--- config.mk ---
export PLATFORM = sky130hd
export DESIGN_NAME = systolic_result_collector
export DESIGN_NICKNAME = d
export VERILOG_FILES = /design/src/rtl/systolic_result_collector_pkg.sv /design/src/rtl/systolic_result_collector_fifo.sv /design/src/rtl/systolic_result_collector.sv
export SDC_FILE = /design/constraint.sdc
export NUM_CORES = 1
export LEC_CHECK = 0
export BUFFER_PORTS_ARGS = -buffer_cell sky130_fd_sc_hd__buf_2
export CAP_MARGIN = 20
export CORE_MARGIN = 2
export CORE_UTILIZATION = 35
export DETAILED_ROUTE_END_ITERATION = 8
export PLACE_DENSITY = 0.59
export SYNTH_ARGS = -nofsm -noshare
export SYNTH_HDL_FRONTEND = slang
export SYNTH_SLANG_ARGS = --single-unit
--- constraint.sdc ---
create_clock -name clk -period 7.04 [get_ports clk]
set_clock_uncertainty 0.05 [all_clocks]
set_input_delay 0.704 -clock clk [delete_from_list [all_inputs] [get_ports clk]]
set_output_delay 0.704 -clock clk [all_outputs]
set_load 0.005 [all_outputs]
--- src/rtl/systolic_result_collector_pkg.sv ---
// Shared constants and types for the systolic array result collector.
// Array geometry, collector FSM states and a saturating counter helper.
package systolic_result_collector_pkg;

  localparam int SA_N          = 5;
  localparam int SA_DW         = 16;
  localparam int SA_ARRAY_LAT  = 5;
  localparam int SA_NUM_VEC    = 5;
  localparam int SA_FIFO_DEPTH = 4;

  typedef enum logic [1:0] {
    ST_IDLE = 2'd0,
    ST_WAIT = 2'd1,
    ST_CAPT = 2'd2
  } coll_state_e;

  function automatic logic [7:0] sat_inc8(input logic [7:0] v);
    return (v == 8'hFF) ? v : v + 8'd1;
  endfunction

endpackage

--- src/rtl/systolic_result_collector_fifo.sv ---
// Result FIFO: extra-bit pointers for full/empty, registered head output.
// A write into a full FIFO is taken only when a pop happens that cycle.
module collector_fifo #(
  parameter int WIDTH = 80,
  parameter int DEPTH = 4
) (
  input  logic             clk,
  input  logic             rst_n,
  input  logic             wr_en,
  input  logic [WIDTH-1:0] wr_data,
  input  logic             rd_ready,
  output logic             rd_valid,
  output logic [WIDTH-1:0] rd_data,
  output logic             wr_drop
);

  localparam int AW = $clog2(DEPTH);

  logic [WIDTH-1:0] mem [DEPTH];
  logic [AW:0]      wptr;
  logic [AW:0]      rptr;
  logic [AW:0]      rptr_n;
  logic             empty;
  logic             full;
  logic             pop;
  logic             push;

  assign empty   = (wptr == rptr);
  assign full    = (wptr[AW] != rptr[AW]) &&
                   (wptr[AW-1:0] == rptr[AW-1:0]);
  assign pop     = !empty && rd_ready;
  assign push    = wr_en && (!full || pop);
  assign wr_drop = wr_en && full && !pop;
  assign rptr_n  = pop ? rptr + (AW+1)'(1) : rptr;

  assign rd_valid = !empty;

  always_ff @(posedge clk) begin
    if (push) mem[wptr[AW-1:0]] <= wr_data;
  end

  // Head keeps its last value once the FIFO drains.
  always_ff @(posedge clk) begin
    if (!rst_n) begin
      wptr    <= '0;
      rptr    <= '0;
      rd_data <= '0;
    end else begin
      if (push) wptr <= wptr + (AW+1)'(1);
      rptr <= rptr_n;
      if (push && (rptr_n == wptr))
        rd_data <= wr_data;
      else if (rptr_n != wptr)
        rd_data <= mem[rptr_n[AW-1:0]];
    end
  end

endmodule

--- src/rtl/systolic_result_collector.sv ---
// De-skews column-staggered array outputs and queues whole result vectors.
// Optional saturating drop counter: define COLLECT_DROP_CNT_EN.
module systolic_result_collector
  import systolic_result_collector_pkg::*;
#(
  parameter int N          = SA_N,
  parameter int DW         = SA_DW,
  parameter int ARRAY_LAT  = SA_ARRAY_LAT,
  parameter int NUM_VEC    = SA_NUM_VEC,
  parameter int FIFO_DEPTH = SA_FIFO_DEPTH
) (
  input  logic            clk,
  input  logic            rst_n,
  input  logic            ena,
  input  logic            start,
  input  logic [N*DW-1:0] col_in,
  output logic            res_valid,
  input  logic            res_ready,
  output logic [N*DW-1:0] res_data,
  output logic            busy,
  output logic            done,
  output logic            overflow,
  output logic [7:0]      drop_cnt
);

  localparam int VW = N * DW;

  logic [VW-1:0] aligned;
  coll_state_e   state_q;
  logic [7:0]    cnt_q;
  logic [7:0]    k_q;
  logic          accept;
  logic          capture;
  logic          last;
  logic          wr_drop;

  // Column c waits N-1-c ticks so all columns line up with column N-1.
  for (genvar c = 0; c < N; c++) begin : g_col
    localparam int L = N - 1 - c;
    if (L == 0) begin : g_thru
      assign aligned[c*DW +: DW] = col_in[c*DW +: DW];
    end else begin : g_dly
      logic [DW-1:0] pipe [L];
      always_ff @(posedge clk) begin
        if (!rst_n) begin
          for (int i = 0; i < L; i++) pipe[i] <= '0;
        end else if (ena) begin
          pipe[0] <= col_in[c*DW +: DW];
          for (int i = 1; i < L; i++) pipe[i] <= pipe[i-1];
        end
      end
      assign aligned[c*DW +: DW] = pipe[L-1];
    end
  end

  assign accept  = ena && start && (state_q == ST_IDLE);
  assign capture = ena && (state_q == ST_CAPT);
  assign last    = capture && (k_q == 8'(NUM_VEC - 1));
  assign busy    = (state_q != ST_IDLE);
  assign done    = rst_n && last;

  always_ff @(posedge clk) begin
    if (!rst_n) begin
      state_q <= ST_IDLE;
      cnt_q   <= '0;
      k_q     <= '0;
    end else if (ena) begin
      unique case (state_q)
        ST_IDLE: begin
          if (start) begin
            state_q <= ST_WAIT;
            cnt_q   <= 8'(ARRAY_LAT + N - 2);
          end
        end
        ST_WAIT: begin
          cnt_q <= cnt_q - 8'd1;
          if (cnt_q <= 8'd1) begin
            state_q <= ST_CAPT;
            k_q     <= '0;
          end
        end
        ST_CAPT: begin
          k_q <= k_q + 8'd1;
          if (k_q == 8'(NUM_VEC - 1)) state_q <= ST_IDLE;
        end
        default: state_q <= ST_IDLE;
      endcase
    end
  end

  always_ff @(posedge clk) begin
    if (!rst_n)       overflow <= 1'b0;
    else if (accept)  overflow <= 1'b0;
    else if (wr_drop) overflow <= 1'b1;
  end

`ifdef COLLECT_DROP_CNT_EN
  always_ff @(posedge clk) begin
    if (!rst_n)       drop_cnt <= '0;
    else if (accept)  drop_cnt <= '0;
    else if (wr_drop) drop_cnt <= sat_inc8(drop_cnt);
  end
`else
  assign drop_cnt = '0;
`endif

  collector_fifo #(
    .WIDTH (VW),
    .DEPTH (FIFO_DEPTH)
  ) u_fifo (
    .clk      (clk),
    .rst_n    (rst_n),
    .wr_en    (capture),
    .wr_data  (aligned),
    .rd_ready (res_ready),
    .rd_valid (res_valid),
    .rd_data  (res_data),
    .wr_drop  (wr_drop)
  );

endmodule

Word-level counts from Yosys, hierarchy flattened
Memory sizes are Yosys's and may differ from the RTL's.
Index checks and enable logic that the tools add are counted.
Operators by class
  add/sub/neg operators: 4
  $mul: 0
  div/mod/pow operators: 0
  $lt $le $gt $ge: 1
  equality and inequality tests: 11
  shifts and indexed selects: 0
  mux-type cells: 28
  bitwise logic cells: 10
  reductions and logical operators: 25
Operators with widths (count)
  $mux W16: 10
  $mux W80: 2
  $pmux W8 S2: 2
  $mux W8: 2
  $reduce_or A16 Y1: 1
  $logic_and A1 B1 Y1: 11
  $or A1 B1 Y1: 9
  $add A8 B1 Y8 const B: 1
  $eq A8 B3 Y1 const B: 1
  $le A8 B1 Y1 const B: 1
  $reduce_bool A2 Y1: 4
  $sub A8 B1 Y8 const B: 1
  $mux W1: 7
  $add A3 B1 Y3 const B: 2
  $eq A3 B3 Y1: 2
  $mux W2: 3
  $pmux W2 S3: 1
  $reduce_and A3 Y1: 2
  $ne A2 B2 Y1 const B: 2
  $reduce_and A4 Y1: 1
  $logic_not A1 Y1: 3
  $mux W3: 1
  $ne A3 B3 Y1: 1
  $eq A2 B1 Y1 const B: 1
  other kinds (8): 8
Storage, ports and cells
  register bits after elaboration: 105
  bits in latches: 0
  RAM bits: 480
  memory bits (read-only): 0
  input port bits: 85
  output and inout port bits: 92
  memories: 5
Memories
  u_fifo.mem: words 4, bits a word 80, read ports 1, clocked after Yosys merged registers in 0, write ports 1, line systolic_result_collector_fifo.sv:19  | logic [WIDTH-1:0] mem [DEPTH];
  g_col[0].g_dly.pipe: words 4, bits a word 16, read ports 4, clocked after Yosys merged registers in 0, write ports 4, line systolic_result_collector.sv:43  | logic [DW-1:0] pipe [L];
  g_col[1].g_dly.pipe: words 3, bits a word 16, read ports 3, clocked after Yosys merged registers in 0, write ports 3, line systolic_result_collector.sv:43
  g_col[2].g_dly.pipe: words 2, bits a word 16, read ports 2, clocked after Yosys merged registers in 0, write ports 2, line systolic_result_collector.sv:43
  g_col[3].g_dly.pipe: words 1, bits a word 16, read ports 1, clocked after Yosys merged registers in 0, write ports 1, line systolic_result_collector.sv:43

Longest topological paths before layout
Gate-level depths: netlist of the first run.
  depth after elaboration: 7
  depth in mapped cells: 9
  gate-level depth less buffers: 7

Modules after synthesis
A second synthesis of the first run with hierarchy kept.
Unflattened totals
  cell total of the unflattened synthesis: 1903
  area, all modules: 25481.9 µm²
Modules (own cells, without submodules)
  collector_fifo: instances 1, cells each 1419, area each 18486.5 µm²
  systolic_result_collector: instances 1, cells each 484, area each 6995.5 µm²

Least setup slack after synthesis of the first run
No wires, ideal clock.
  path type: input to register
  start: input port ena
  end: memory g_col[0].g_dly.pipe[0][0] in the netlist's numbering (enable)
  setup time: 0.548 ns
  arrival time: 4.828 ns
  data required time: 6.442 ns
  path slack: 1.615 ns
  stages: 2
  path buffers: 1
  cells stage by stage: clkbuf_1 -> nand2b_1
RTL lines
  start, declared: line systolic_result_collector.sv:14  | input logic ena,
  end, declared: line systolic_result_collector.sv:43

Final worst setup path of the first run
  start: register u_fifo.rptr[1]
  end: register u_fifo.rd_data[36]
Between the ends
  cells in the longest elaborated chain, start to end: 7
  elaborated cells on any way between the ends: 17
  classes of those cells: add/sub (1); eq/ne (4); mux (3); reduce/logical (8); memory (1)
Ends and longest elaborated chain
  start, declared: line systolic_result_collector_fifo.sv:21  | logic [AW:0] rptr;
  start signal, assigned: line systolic_result_collector_fifo.sv:50  | rptr <= rptr_n;
  parallel branches: the longest is 7 deep, another holds $mem_v2 Z4 W80
  end signal, assigned: line systolic_result_collector_fifo.sv:52  | rd_data <= wr_data;
  end signal, assigned: line systolic_result_collector_fifo.sv:54  | rd_data <= mem[rptr_n[AW-1:0]];
  end, declared: line systolic_result_collector_fifo.sv:13  | output logic [WIDTH-1:0] rd_data,
Several ways; the timed one is not identified. The select of a mux whose other input is x is not followed.
A chain may end at the register's enable or synchronous reset.

==> results of run 1 <==
final cells by class:
class                   instances  area [sq um]
fillers                      6554         42900
flip-flops and latches        585         16500
multi-input cells             942          8230
clock buffers                  89          1650
well taps                     950          1190
repair buffers                187          1060
clock inverters                19           155
inverters                       8          30.0
state kept, by name, indices dropped and copies added (netlist names), 2 cells and up:
register,count
g_col.g_dly.pipe,160
u_fifo.mem,320
state_q,2
cnt_q,8
u_fifo.rd_data,80
u_fifo.rptr,3
u_fifo.wptr,3
k_q,8
cells in the mapped netlist, types with 2 or more instances:
master    count
edfxtp_1    480
nand2_1     254
and3_1      242
mux4_2      160
dfxtp_1     105
nand3_1      91
mux2i_1      81
clkbuf_1     70
buf_2        38
buf_6        18
nor2_1       15
and2_1       11
buf_4         9
ha_1          9
xnor2_1       9
inv_1         8
o21ai_0       8
a21boi_0      5
nor2b_1       5
xor2_1        5
a31oi_1       4
and3b_1       4
nor3_1        3
nor4_1        3
or2_2         3
a21oi_1       2
clkbuf_2      2
nand3b_1      2
o21a_1        2
critical path, stage by stage (launching register included):
cell     delay [ps]
dfxtp_4         800
ha_4            670
mux2i_1         190
xnor2_1         240
o31ai_4         480
buf_4           870
nand3_1         170
and3_1          240
logic make-up after synthesis:
logic type | share of synthesized area [%]
AND/OR/NAND/NOR | 12.7
flip-flops | 65.0
multiplexers | 17.4
buffers and inverters | 3.00
AO/OA/AOI/OAI | 0.945
XOR/XNOR | 0.610
adder cells (fa/ha/maj) | 0.443
other | 0.0147
power by group:
group | switching [mW] | internal (mW) | total, mW
clock | 1.27 | 1.68 | 2.95
sequential | 0.0958 | 3.89 | 3.98
combinational | 0.291 | 0.229 | 0.520
total | 1.65 | 5.80 | 7.45
worst max-delay path by stage:
stage / startpoint / end / cells after the start
after floorplan: ena / g_col[0].g_dly.pipe[0][0] / 2
after global placement: ena / u_fifo.mem[0][3] / 5
after detailed placement: ena / u_fifo.mem[0][3] / 5
after CTS: u_fifo.rptr[1] / u_fifo.rd_data[36] / 7
after global routing: u_fifo.rptr[1] / u_fifo.rd_data[35] / 7
final: u_fifo.rptr[1] / u_fifo.rd_data[36] / 7
routing by layer:
metal | GRT usage (%) | share of wire [%] | up-vias | wire length [microns]
met5 | 0 | 0 | - | 0
met4 | 4.47 | 2.4 | 0 | 1400
met3 | 3.48 | 5.3 | 84 | 3060
met2 | 26.7 | 51 | 289 | 29400
met1 | 19.5 | 42 | 7310 | 24300
li1 | - | - | 6611 | -
==> qor.csv, run 1 <==
stage,metric,value,unit
status,status,completed,
power_and_ir_drop,maximum VDD drop,0.000163,V
synthesis,synth top area cells,"edfxtp_1 57%, mux4_2 14%, dfxtp_1 8.3%, and3_1 6.0%, nand2_1 3.8%",
timing,max_slew headroom,28.2,%
layout,most frequent cells in the layout,"480 x edfxtp_1, 254 x nand2_1, 242 x and3_1",
worst_hold_path,worst hold stages,1,
clocking,H-Tree Depth,2,
clocking,Clock Sinks,585,
routing,DRC viols,0,
timing,max frequency,255,MHz
clocking,# hold bufs at CTS,0,
place,count of input and output buffers,168,
synthesis,#FFs+latches synth,585,
place,placed cell area,27000,sq um
routing,Avg Vias per Cell,5.14,
layout,synthesis-to-layout area growth,13.4,%
critical_path,crit path kind,reg2reg,
clocking,Post-CTS Setup Bufs,0,
critical_path,WP data required,7490,ps
grt,largest net degree at the start of global routing,128,
floorplan,row count,98,
synthesis,"FFs w/ async S/R, synth",0,%
layout,Diodes inserted,0,
power_and_ir_drop,pwr dens,258,nW/um^2
synthesis,library cells used by synthesis,46,
synthesis,Yosys top cell by area,edfxtp_1,
timing,post-route setup slack,3120,ps
routing,Iteration-0 DRC Markers,1159,
synthesis,Post-synth EDFFs,480,
critical_path,Worst setup SP type,flop,
grt,first-pass GRT wire length,89400,microns
grt,total gr overflow,0,
layout,layout cells sized above 1,24.5,%
worst_hold_path,Worst Hold Endpoint,u_fifo.mem[0][74],
grt,total track usage,15.5,%
worst_hold_path,Hold Startpoint,col_in[74],
place,worst slack at placement,3010,ps
timing,fin crit share,55.7,%
timing,Max Slew Vio Count,0,
floorplan,CORE AREA,71700,sq um
timing,RSZ-0062 raised after global routing,no,
synthesis,Yosys top cell area share,56.7,%
timing,minimum clock period,3920,ps
routing,Pre-Repair DR Iteration Count,5,
clocking,CTS Buf Count,57,
synthesis,ys flop type,edfxtp_1,
grt,initial antenna violation count,0,
critical_path,Register-to-Register Setup Slack,3120,ps
timing,Final TNS setup,0,ps
routing,vias,14300,
critical_path,critical-path maximum fanout,71,
synthesis,sequential area share after synthesis,65.0,%
timing,Worst-Margin Slew,1080,ps
layout,fin util,40.2,%
floorplan,starting density of the core,35.4,%
timing,final hold vios,0,
place,dpl cells,2670,
job,Max Cap Viol,0,
routing,Post-DRT Antenna Nets,0,
clocking,"Clk Latency, worst-skew pair",610,ps
clocking,post_cts resized,0,
power_and_ir_drop,Pleak,11.3,nW
critical_path,Worst R2R Path Depth,7,
clocking,Clock Path Buffers,3,
floorplan,Die Ht,274,microns
critical_path,Worst setup EP type,flop,
layout,final cell count without fillers,2780,
synthesis,syn_area_per_cell,15.3,sq um
clocking,CTS tree,done,
worst_hold_path,Hold Path Class,in2reg,
layout,post-route cell area,28800,sq um
floorplan,Top Ports,177,
place,GP Congestion,0.747,
clocking,clk slew on worst S/H paths,60,ps
timing,Setup Viol. Count Final,0,
floorplan,Die W,274,microns
routing,Routed WL per cell,20.9,microns
grt,vias in the first global route,14800,
power_and_ir_drop,Total Power,7.45,mW
floorplan,die area,74800,sq um
critical_path,worst r2r dst,u_fifo.rd_data[36],
routing,DRT Wirelength,58200,microns
critical_path,r2r startpoint,u_fifo.rptr[1],
place,hpwl dp,33300,microns
synthesis,yosys warns,0,
synthesis,Synth Instances,1665,
clocking,Root Buffer Master,clkbuf_16,
layout,final net count,1875,
layout,"most common cell after layout, fill and taps aside",edfxtp_1,
critical_path,critical path data arrival time,4370,ps
timing,WHS,307,ps
synthesis,area of the mapped netlist,25400,sq um
Power figures use the tool's default switching activity.
==> run 2: changes to the inputs <==
==> constraint.sdc (replaced) <==
create_clock -name clk -period 4 [get_ports clk]
set_clock_uncertainty 0.05 [all_clocks]
set_input_delay 0.4 -clock clk [delete_from_list [all_inputs] [get_ports clk]]
set_output_delay 0.4 -clock clk [all_outputs]
set_load 0.005 [all_outputs]
==> qor.csv, run 2 (synthesis gave the netlist of run 1 again) <==
stage,metric,value,unit
grt,total track usage,16.3,%
power_and_ir_drop,Cell Int Power,10.2,mW
floorplan,row count,98,
timing,max frequency,343,MHz
power_and_ir_drop,switching share of power,22.7,%
clocking,post_cts resized,0,
timing,Final TNS setup,0,ps
critical_path,CP max stage cell,and2_4,
timing,max_slew headroom,32.4,%
critical_path,critical path data arrival time,3130,ps
floorplan,Die W,274,microns
layout,synthesis-to-layout area growth,14.5,%
routing,DRC viols,0,
layout,"most common cell after layout, fill and taps aside",edfxtp_1,
power_and_ir_drop,Pleak,11.5,nW
timing,Max Slew Vio Count,0,
critical_path,Stages on worst setup path,4,
layout,layout cells sized above 1,24.9,%
clocking,Clock Path Buffers,3,
critical_path,Worst setup SP type,flop,
layout,final cell count without fillers,2809,
worst_hold_path,worst hold stages,1,
routing,Post-DRT Antenna Nets,0,
clocking,Clock Sinks,585,
timing,post-route setup slack,1090,ps
job,Max Cap Viol,0,
layout,fin util,40.6,%
power_and_ir_drop,pwr dens,453,nW/um^2
critical_path,WP data required,4220,ps
place,hpwl dp,34500,microns
grt,first-pass GRT wire length,93500,microns
timing,Setup Viol. Count Final,0,
place,worst slack at placement,1020,ps
timing,WHS,39.3,ps
critical_path,Worst R2R Path Depth,4,
floorplan,starting density of the core,35.4,%
routing,DRT Wirelength,60900,microns
grt,largest net degree at the start of global routing,137,
floorplan,CORE AREA,71700,sq um
timing,final hold vios,0,
clocking,"Clk Latency, worst-skew pair",610,ps
timing,fin crit share,72.8,%
place,count of input and output buffers,168,
grt,total gr overflow,0,
clocking,CTS Buf Count,58,
clocking,H-Tree Depth,2,
routing,Routed WL per cell,21.7,microns
critical_path,critical-path maximum fanout,30,
power_and_ir_drop,P_sw,2.99,mW
clocking,Post-CTS Setup Bufs,0,
layout,max reg flops,320,
critical_path,crit path kind,reg2reg,
floorplan,die area,74800,sq um
power_and_ir_drop,Comb pwr share,7.2,%
grt,vias in the first global route,15300,
critical_path,crit-path cells,"xor2_1, o41a_4, and2_4, buf_4",
grt,initial antenna violation count,4,
layout,most frequent cells in the layout,"480 x edfxtp_1, 254 x nand2_1, 242 x and3_1",
status,status,completed,
worst_hold_path,Hold Path Class,in2reg,
timing,Worst-Margin Slew,1010,ps
routing,Pre-Repair DR Iteration Count,5,
timing,RSZ-0062 raised after global routing,no,
clocking,Root Buffer Master,clkbuf_16,
timing,minimum clock period,2910,ps
clocking,CTS tree,done,
power_and_ir_drop,clock power share,39.7,%
power_and_ir_drop,maximum VDD drop,0.000346,V
routing,Avg Vias per Cell,5.23,
place,GP Congestion,0.721,
routing,vias,14700,
critical_path,CP top delay family,simple AND/OR/NAND/NOR gates,
place,dpl cells,2686,
clocking,# hold bufs at CTS,13,
power_and_ir_drop,Flop pwr share,53.1,%
clocking,clk slew on worst S/H paths,60,ps
layout,final net count,1903,
floorplan,Die Ht,274,microns
floorplan,Top Ports,177,
critical_path,Bufs and invs on worst path,1,
critical_path,critical path's largest stage delay,630,ps
routing,Iteration-0 DRC Markers,1166,
critical_path,Worst setup EP type,flop,
run 2: layout make-up:
type,instances,area (sq um)
Fill cell,6535,42600
Sequential cell,585,16500
Multi-Input combinational cell,942,8230
Clock buffer,79,1570
Timing Repair Buffer,214,1350
Tap cell,950,1190
Clock inverter,29,224
Inverter,8,30.0
Antenna cell,2,5.00
run 2: power by group through the flow:
stage / combinational, mW / clock [mW] / sequential [mW]
2_1_floorplan: 0.614 / 0 / 7.08
3_3_place_gp: 0.935 / 0 / 7.12
3_5_place_dp: 0.954 / 0 / 7.13
4_1_cts: 0.965 / 5.36 / 7.01
5_1_grt: 1.05 / 5.58 / 7.03
6_report: 0.948 / 5.23 / 7.00
run 2: worst register-to-register path: cells and delay by family, from the launching register on:
| kind | cells | cell delay, ps |
|---|---|---|
| flip-flops | 1 | 560 |
| buffers and inverters | 1 | 450 |
| AND/OR/NAND/NOR | 1 | 640 |
| XOR/XNOR | 1 | 400 |
| AO/OA/AOI/OAI | 1 | 480 |
run 2: worst paths after layout:
kind,from,slack (ps),to
max,u_fifo.rptr[1],1090,u_fifo.mem[2][5]
min,col_in[71],40,u_fifo.mem[2][71]
max reg2reg,u_fifo.rptr[1],1090,u_fifo.mem[2][5]
min reg2reg,overflow,440,overflow
run 2: per-layer routing:
layer,vias up,global-route usage (%),wire length (microns)
met4,0,4.40,1400
met2,365,27.4,29800
met3,91,3.21,3340
met5,-,0,0
met1,7566,21.6,26400
li1,6665,-,-
run 2: per-stage QoR:
step	power, mW	cell area (sq um)
6_report	13.2	29100
5_1_grt	13.7	29100
4_1_cts	13.3	29100
3_5_place_dp	8.09	27200
3_3_place_gp	8.06	27200
2_1_floorplan	7.69	25500
